[src/rtl/mem_stage_ctrl.sv]
// LEGv8 MEM stage: drives LDUR/STUR over a req/ack data bus and emits the MEM/WB bundle.
// An aligned memory op parks in BUSY until the ack or a timeout. Faulting accesses complete with RegWrite=0.
module mem_stage_ctrl #(
    parameter int DATA_W  = 64,
    parameter int TIMEOUT = 16
) (
    input  logic              clk,
    input  logic              rst_n,
    input  logic              in_valid,
    input  logic [DATA_W-1:0] in_ALU_result,
    input  logic [DATA_W-1:0] in_write_data,
    input  logic              in_MemRead,
    input  logic              in_MemWrite,
    input  logic              in_MemtoReg,
    input  logic              in_RegWrite,
    input  logic [4:0]        in_Rd,
    output logic              dmem_req,
    output logic              dmem_we,
    output logic [DATA_W-1:0] dmem_addr,
    output logic [DATA_W-1:0] dmem_wdata,
    input  logic              dmem_ack,
    input  logic [DATA_W-1:0] dmem_rdata,
    output logic [DATA_W-1:0] rd_data,
    output logic [DATA_W-1:0] ALU_result,
    output logic              MemtoReg,
    output logic              RegWrite,
    output logic [4:0]        WriteReg,
    output logic              wb_valid,
    output logic              stall,
    output logic              fault,
    output logic [1:0]        fault_code
);
    localparam int CW = (TIMEOUT > 1) ? $clog2(TIMEOUT) : 1;

    typedef enum logic {IDLE, BUSY} state_t;
    state_t state, next_state;

    logic [CW-1:0]     cnt;
    logic [DATA_W-1:0] lat_alu;
    logic              lat_read, lat_memtoreg, lat_regwrite;
    logic [4:0]        lat_rd;

    logic memop, conflict, misaligned, accept, timeout_hit;

    assign memop      = in_MemRead | in_MemWrite;
    assign conflict   = in_MemRead & in_MemWrite;
    assign misaligned = |in_ALU_result[2:0];

    always_comb begin
        next_state  = state;
        stall       = 1'b0;
        accept      = 1'b0;
        timeout_hit = 1'b0;
        case (state)
            IDLE: begin
                if (in_valid && memop && !conflict && !misaligned) begin
                    stall      = 1'b1;
                    accept     = 1'b1;
                    next_state = BUSY;
                end
            end
            BUSY: begin
                if (dmem_ack) begin
                    next_state = IDLE;
                end else if (cnt == CW'(TIMEOUT - 1)) begin
                    // Releasing stall here lets upstream advance as the aborted op retires.
                    timeout_hit = 1'b1;
                    next_state  = IDLE;
                end else begin
                    stall = 1'b1;
                end
            end
            default: next_state = IDLE;
        endcase
    end

    always_ff @(posedge clk or negedge rst_n) begin
        if (!rst_n) state <= IDLE;
        else        state <= next_state;
    end

    always_ff @(posedge clk or negedge rst_n) begin
        if (!rst_n) begin
            cnt          <= '0;
            dmem_req     <= 1'b0;
            dmem_we      <= 1'b0;
            dmem_addr    <= '0;
            dmem_wdata   <= '0;
            rd_data      <= '0;
            ALU_result   <= '0;
            MemtoReg     <= 1'b0;
            RegWrite     <= 1'b0;
            WriteReg     <= '0;
            wb_valid     <= 1'b0;
            fault        <= 1'b0;
            fault_code   <= 2'b00;
            lat_alu      <= '0;
            lat_read     <= 1'b0;
            lat_memtoreg <= 1'b0;
            lat_regwrite <= 1'b0;
            lat_rd       <= '0;
        end else begin
            wb_valid   <= 1'b0;
            fault      <= 1'b0;
            fault_code <= 2'b00;
            RegWrite   <= 1'b0;
            case (state)
                IDLE: begin
                    if (accept) begin
                        lat_alu      <= in_ALU_result;
                        lat_read     <= in_MemRead;
                        lat_memtoreg <= in_MemtoReg;
                        lat_regwrite <= in_RegWrite;
                        lat_rd       <= in_Rd;
                        dmem_req     <= 1'b1;
                        dmem_we      <= in_MemWrite;
                        dmem_addr    <= in_ALU_result;
                        dmem_wdata   <= in_write_data;
                        cnt          <= '0;
                    end else if (in_valid) begin
                        rd_data    <= '0;
                        ALU_result <= in_ALU_result;
                        MemtoReg   <= in_MemtoReg;
                        WriteReg   <= in_Rd;
                        wb_valid   <= 1'b1;
                        if (!memop) begin
                            RegWrite <= in_RegWrite;
                        end else begin
                            fault      <= 1'b1;
                            fault_code <= conflict ? 2'b11 : 2'b01;
                        end
                    end
                end
                BUSY: begin
                    if (dmem_ack || timeout_hit) begin
                        dmem_req   <= 1'b0;
                        cnt        <= '0;
                        ALU_result <= lat_alu;
                        MemtoReg   <= lat_memtoreg;
                        WriteReg   <= lat_rd;
                        wb_valid   <= 1'b1;
                        if (dmem_ack) begin
                            rd_data  <= lat_read ? dmem_rdata : '0;
                            RegWrite <= lat_regwrite;
                        end else begin
                            rd_data    <= '0;
                            fault      <= 1'b1;
                            fault_code <= 2'b10;
                        end
                    end else begin
                        cnt <= cnt + 1'b1;
                    end
                end
                default: ;
            endcase
        end
    end
endmodule

[config.mk]
export PLATFORM = sky130hd
export DESIGN_NAME = mem_stage_ctrl
export DESIGN_NICKNAME = d
export VERILOG_FILES = /design/src/rtl/mem_stage_ctrl.sv
export SDC_FILE = /design/constraint.sdc
export NUM_CORES = 1
export LEC_CHECK = 0
export ABC_AREA = 1
export BUFFER_PORTS_ARGS = -buffer_cell sky130_fd_sc_hd__buf_2
export CORE_AREA = 8 8 180 182
export DETAILED_ROUTE_END_ITERATION = 8
export DIE_AREA = 0 0 188 190
export PLACE_DENSITY = 0.7
export SYNTH_ARGS = -nofsm -noshare
export SYNTH_HDL_FRONTEND = slang
export SYNTH_SLANG_ARGS = --single-unit
[constraint.sdc]
create_clock -name clk -period 2.49 [get_ports clk]
set_input_delay 0.249 -clock clk [delete_from_list [all_inputs] [get_ports clk]]
set_output_delay 0.249 -clock clk [all_outputs]
set_load 0.02 [all_outputs]
Word-level counts from Yosys, hierarchy flattened --
Cells that the tools add are included.
Storage, ports and cells: register bits after elaboration 282, input bits 205, output and inout bits 270, word-level logic and storage cells 92
Cells by class: $add $sub $neg 1, equal/unequal tests 5, mux-type cells 55, bitwise logic cells 3, reduce and logical (&&, ||, !) cells 10
Operator list (count):
- 64-bit two-way mux | 8
- 64-bit case mux with 2 select lines | 2
- 1-bit two-way mux | 25
- 5-bit two-way mux | 3
- 2-bit two-way mux | 6
- 1-bit case mux with 2 select lines | 6
- 5-bit case mux with 2 select lines | 1
- 4-bit two-way mux | 2
- 4-bit case mux with 2 select lines | 1
- 2-bit inequality test, second input constant | 3
- 4-bit by 1-bit adder with 4-bit output, second input constant | 1
- 4-bit equality test, second input constant | 1
- 2-bit case mux with 2 select lines | 1
- 2-bit AND reduction | 2
- 1-bit logical AND | 3
- 3-bit AND reduction | 1
- 3-bit OR reduction | 1
- 1-bit zero test | 2
- 2-bit by 1-bit inequality test with 1-bit output, second input constant | 1
- 1-bit bitwise AND | 1
- 1-bit logical OR | 1
- 1-bit inverter | 1
- 1-bit bitwise OR | 1

Logic depth before layout (Yosys ltp) --
depth in word-level cells 8, mapped depth 9, depth with buffers taken out 7

Least setup slack after synthesis --
Ideal clock, no wire load.
path kind flip-flop to output port, start reg cnt[0], end out stall, data arrival time 1.306 ns, data required time 2.241 ns, path slack 0.935 ns, stages on the path, launching flop included 7, path buffers 2, cells stage by stage dfrtp_1 ha_1 nand3_1 nand3_1 buf_4 buf_2 nand2_1
On the way: longest elaborated chain between the ends 4
RTL lines:
- start: declaration | RTL line 38 | logic [CW-1:0] cnt;
- start signal: assignment | RTL line 151 | cnt <= cnt + 1'b1;
- 4-bit equality test | RTL line 65 | end else if (cnt == CW'(TIMEOUT - 1)) begin
- 1-bit two-way mux | RTL line 65
- 1-bit two-way mux | RTL line 63 | if (dmem_ack) begin
- 1-bit case mux with 2 select lines | RTL line 54 | case (state)
- end: declaration | RTL line 29 | output logic stall,
Every way passes these cells.

Final worst setup path --
start reg state, end out stall
On the way: longest elaborated chain between the ends 2
RTL lines:
- start: declaration | RTL line 36 | state_t state, next_state;
- start signal: assignment | RTL line 79 | else state <= next_state;
- 1-bit inverter (no source line)
- 1-bit case mux with 2 select lines * | RTL line 54
Mark *: on every way between the ends. The rest lies on a longest branch, timed or not.

==> flow_metrics.tcl <==
set metrics [dict create \
    cts_setup_buffers 0 \
    post-route-min-period_ns 2.25 \
    grt_pass1_vias 12600 \
    synth_seq_area_share_pct 57.9 \
    rsz0062_at_grt "no" \
    drcViolationCount 0 \
    die_w_um 188 \
    cp.arrival_ns 2.00 \
    finalSetupViolCount 0 \
    ys_ff_latch 282 \
    grt.total_usage_pct 23.9 \
    chipHeight_um 190 \
    drt-initial-drc-count 802 \
    via_per_inst 4.98 \
    cts_tree "built" \
    seqPwrFrac_pct 41.9 \
    gp_congestion 0.816 \
    area_growth_pct 46.8 \
    grt_max_degree 120 \
    min_from "in_write_data[52]" \
    r2r_start "state$_DFF_PN0_" \
    finalSetupTns_ns 0 \
    max_freq_mhz 445 \
    power.internal_mw 9.33 \
    fin_crit_sh_pct 90.3 \
    powerDensity_mw_per_mm2 766 \
    cp-end-kind "primary output" \
    crit_type "register to primary output" \
    antenna_found_initial 7 \
    hold_viol_final 0 \
    p_comb_share_pct 23.4 \
    clkTransAtPathRegs_ns 0.06 \
    numCtsBuffers 31 \
    numPortBuffers 474 \
    grt.overflow.total 0 \
    place_area_mm2 0.0148 \
    cts_htree_levels 1 \
    start_util_pct 41.4 \
    clock_sinks 282 \
    drt_pass1_iterations 6 \
    syn_nets 1590 \
    slew_violations 0 \
    critPathMaxFanout 13 \
    ys_warn_count 0 \
    fin_skew_ns 0.00454 \
    max_stage_delay_ns 0.44 \
    num_vias 12100 \
    synth.avg_cell_area_um2 8.80 \
    final_cell_area_mm2 0.0179 \
    critPathLaunchType "register" \
    clockPowerShare_pct 34.7 \
    crit_slowest_cell "dfrtp_4" \
    syn_inst 1384 \
    grt_pass1_wl_um 69700 \
    ir_drop_mv 0.534 \
    cts_buffer_depth 3 \
    crit_family "simple AND/OR/NAND/NOR gates" \
    die_area_mm2 0.0357 \
    reg2reg_slack_ns 0.34 \
    drv_cap 0 \
    status "completed" \
    wl_um 44100 \
    hold_class "primary input to register" \
    crit_required_ns 2.24 \
    syn-cell-area_mm2 0.0122 \
    drtAntennaViolNets 0 \
    coreArea_mm2 0.0294 \
    wl_per_cell_um 18.1 \
    p_leak_nw 9.94 \
    cp_cell_sequence "clkinv_1 -> nand3_4 -> nand2_1 -> buf_2" \
    cp-startpoint "state$_DFF_PN0_" \
    switching_share_pct 31.9 \
    slew_headroom_pct 20.2 \
    ys_types 23 \
    clk_latency_ns 0.55 \
    rows 63 \
    cts-root-buf "clkbuf_16" \
    critPathBufInv 2 \
    layout.nets 2221 \
    worst_pin_slew_ns 1.20 \
    p_switching_mw 4.37 \
    boundaryPins 475 \
    dp_hpwl_um 28400 \
    drive_above_1_share_pct 28.3 \
]
power groups by stage:
stage          combinational [mW]  clock (mW)  sequential (mW)
2_1_floorplan               0.842           0             6.54
3_3_place_gp                 2.90           0             5.76
3_5_place_dp                 2.95           0             5.78
4_1_cts                      3.20        4.87             5.71
5_1_grt                      3.50        5.05             5.82
6_report                     3.21        4.76             5.73
state kept, by name (all words and copies together), names as in the netlist:
register	count
fault	1
WriteReg	5
lat_memtoreg	1
lat_regwrite	1
lat_rd	5
dmem_we	1
dmem_req	1
fault_code	2
lat_read	1
wb_valid	1
RegWrite	1
cnt	4
rd_data	64
MemtoReg	1
dmem_wdata	64
lat_alu	64
ALU_result	64
state	1
kinds of logic after synthesis:
kind of cell               count (synthesis)  share of synthesized area, %
and+or+nand+nor                          640                          23.4
xor gates and xnor gates                   2                         0.144
adders and majority gates                  1                         0.103
DFF                                      282                          57.9
AOI/OAI and AO/OA                        210                          8.63
buffers and inverters                    249                          9.76
placed cells by master, fill, tap and decap left out, drive strengths merged:
| cell type | instances |
|---|---|
| buf | 502 |
| nand2 | 419 |
| dfrtp | 282 |
| o21ai | 210 |
| dlygate4sd3 | 200 |
| nand3 | 145 |
| inv | 144 |
| nand4 | 70 |
| clkbuf | 42 |
| clkinv | 8 |
| diode | 7 |
| nor2 | 5 |
| bufinv | 4 |
| clkinvlp | 2 |
| and3 | 1 |
| xnor2 | 1 |
| xor2 | 1 |
| ha | 1 |
layer usage:
layer / global-route usage (%) / part of all wire (%) / vias up
met1: 27.8 / 39 / 5690
li1: - / - / 5742
met4: 13.0 / 5.3 / 0
met3: 6.21 / 7.4 / 142
met5: 0 / 0 / -
met2: 40.1 / 49 / 557
cells in the mapped netlist, drive strengths merged:
library cell,instances,area (um^2)
xor2,1,8.76
nor2,5,26.3
o21ai,210,1050
clkbuf,32,120
and3,1,6.26
dfrtp,282,7060
xnor2,1,8.76
clkinv,1,3.75
nand3,145,808
nand2,419,1580
nand4,70,438
inv,144,541
ha,1,12.5
buf,72,524
path summary, 6_finish.rpt:
| check | endpoint | cells after the start |
|---|---|---|
| max reg2reg | RegWrite$_DFF_PN0_ | 4 |
| max | stall | 4 |
| min | dmem_wdata[52]$_DFFE_PN0P_ | 3 |
| min in group asynchronous | lat_alu[19]$_DFFE_PN0P_ | 2 |
| max in group asynchronous | dmem_wdata[25]$_DFFE_PN0P_ | 3 |
| min reg2reg | dmem_req$_DFFE_PN0P_ | 2 |
cell type report:
| cell class | instances | area, um^2 |
|---|---|---|
| clock buffers | 42 | 887 |
| fillers | 2324 | 11500 |
| well taps | 390 | 488 |
| diodes | 7 | 17.5 |
| repair buffers | 702 | 4740 |
| clock inverters | 13 | 174 |
| multi-input cells | 853 | 3970 |
| inverters | 145 | 544 |
| flip-flops and latches | 282 | 7060 |
through the flow:
stage,hold slack (ns),setup WS [ns],utilization [%],instances,power (mW)
after floorplan,-0.0466,0.935,-,1384,7.39
after global placement,0.290,0.597,50.4,2172,8.66
after detailed placement,0.292,0.541,50.4,2172,8.73
after CTS,0.0454,0.207,60.8,2427,13.8
after global routing,0.0613,0.127,60.8,2434,14.4
final,0.0750,0.241,60.8,2434,13.7
worst register-to-register path, delay by kind of cell, from the launching register on:
kind	cells	cell delay [ns]
buf+inv	2	0.80
compound gates	1	0.34
simple gates	1	0.45
flops	1	0.50
repair_timing:
action | in CTS | in global routing
hold buffers | 200 | 0
hold endpoints to repair | 266 | 0
resized for setup | 0 | 0
(Power assumes the default switching activity.)
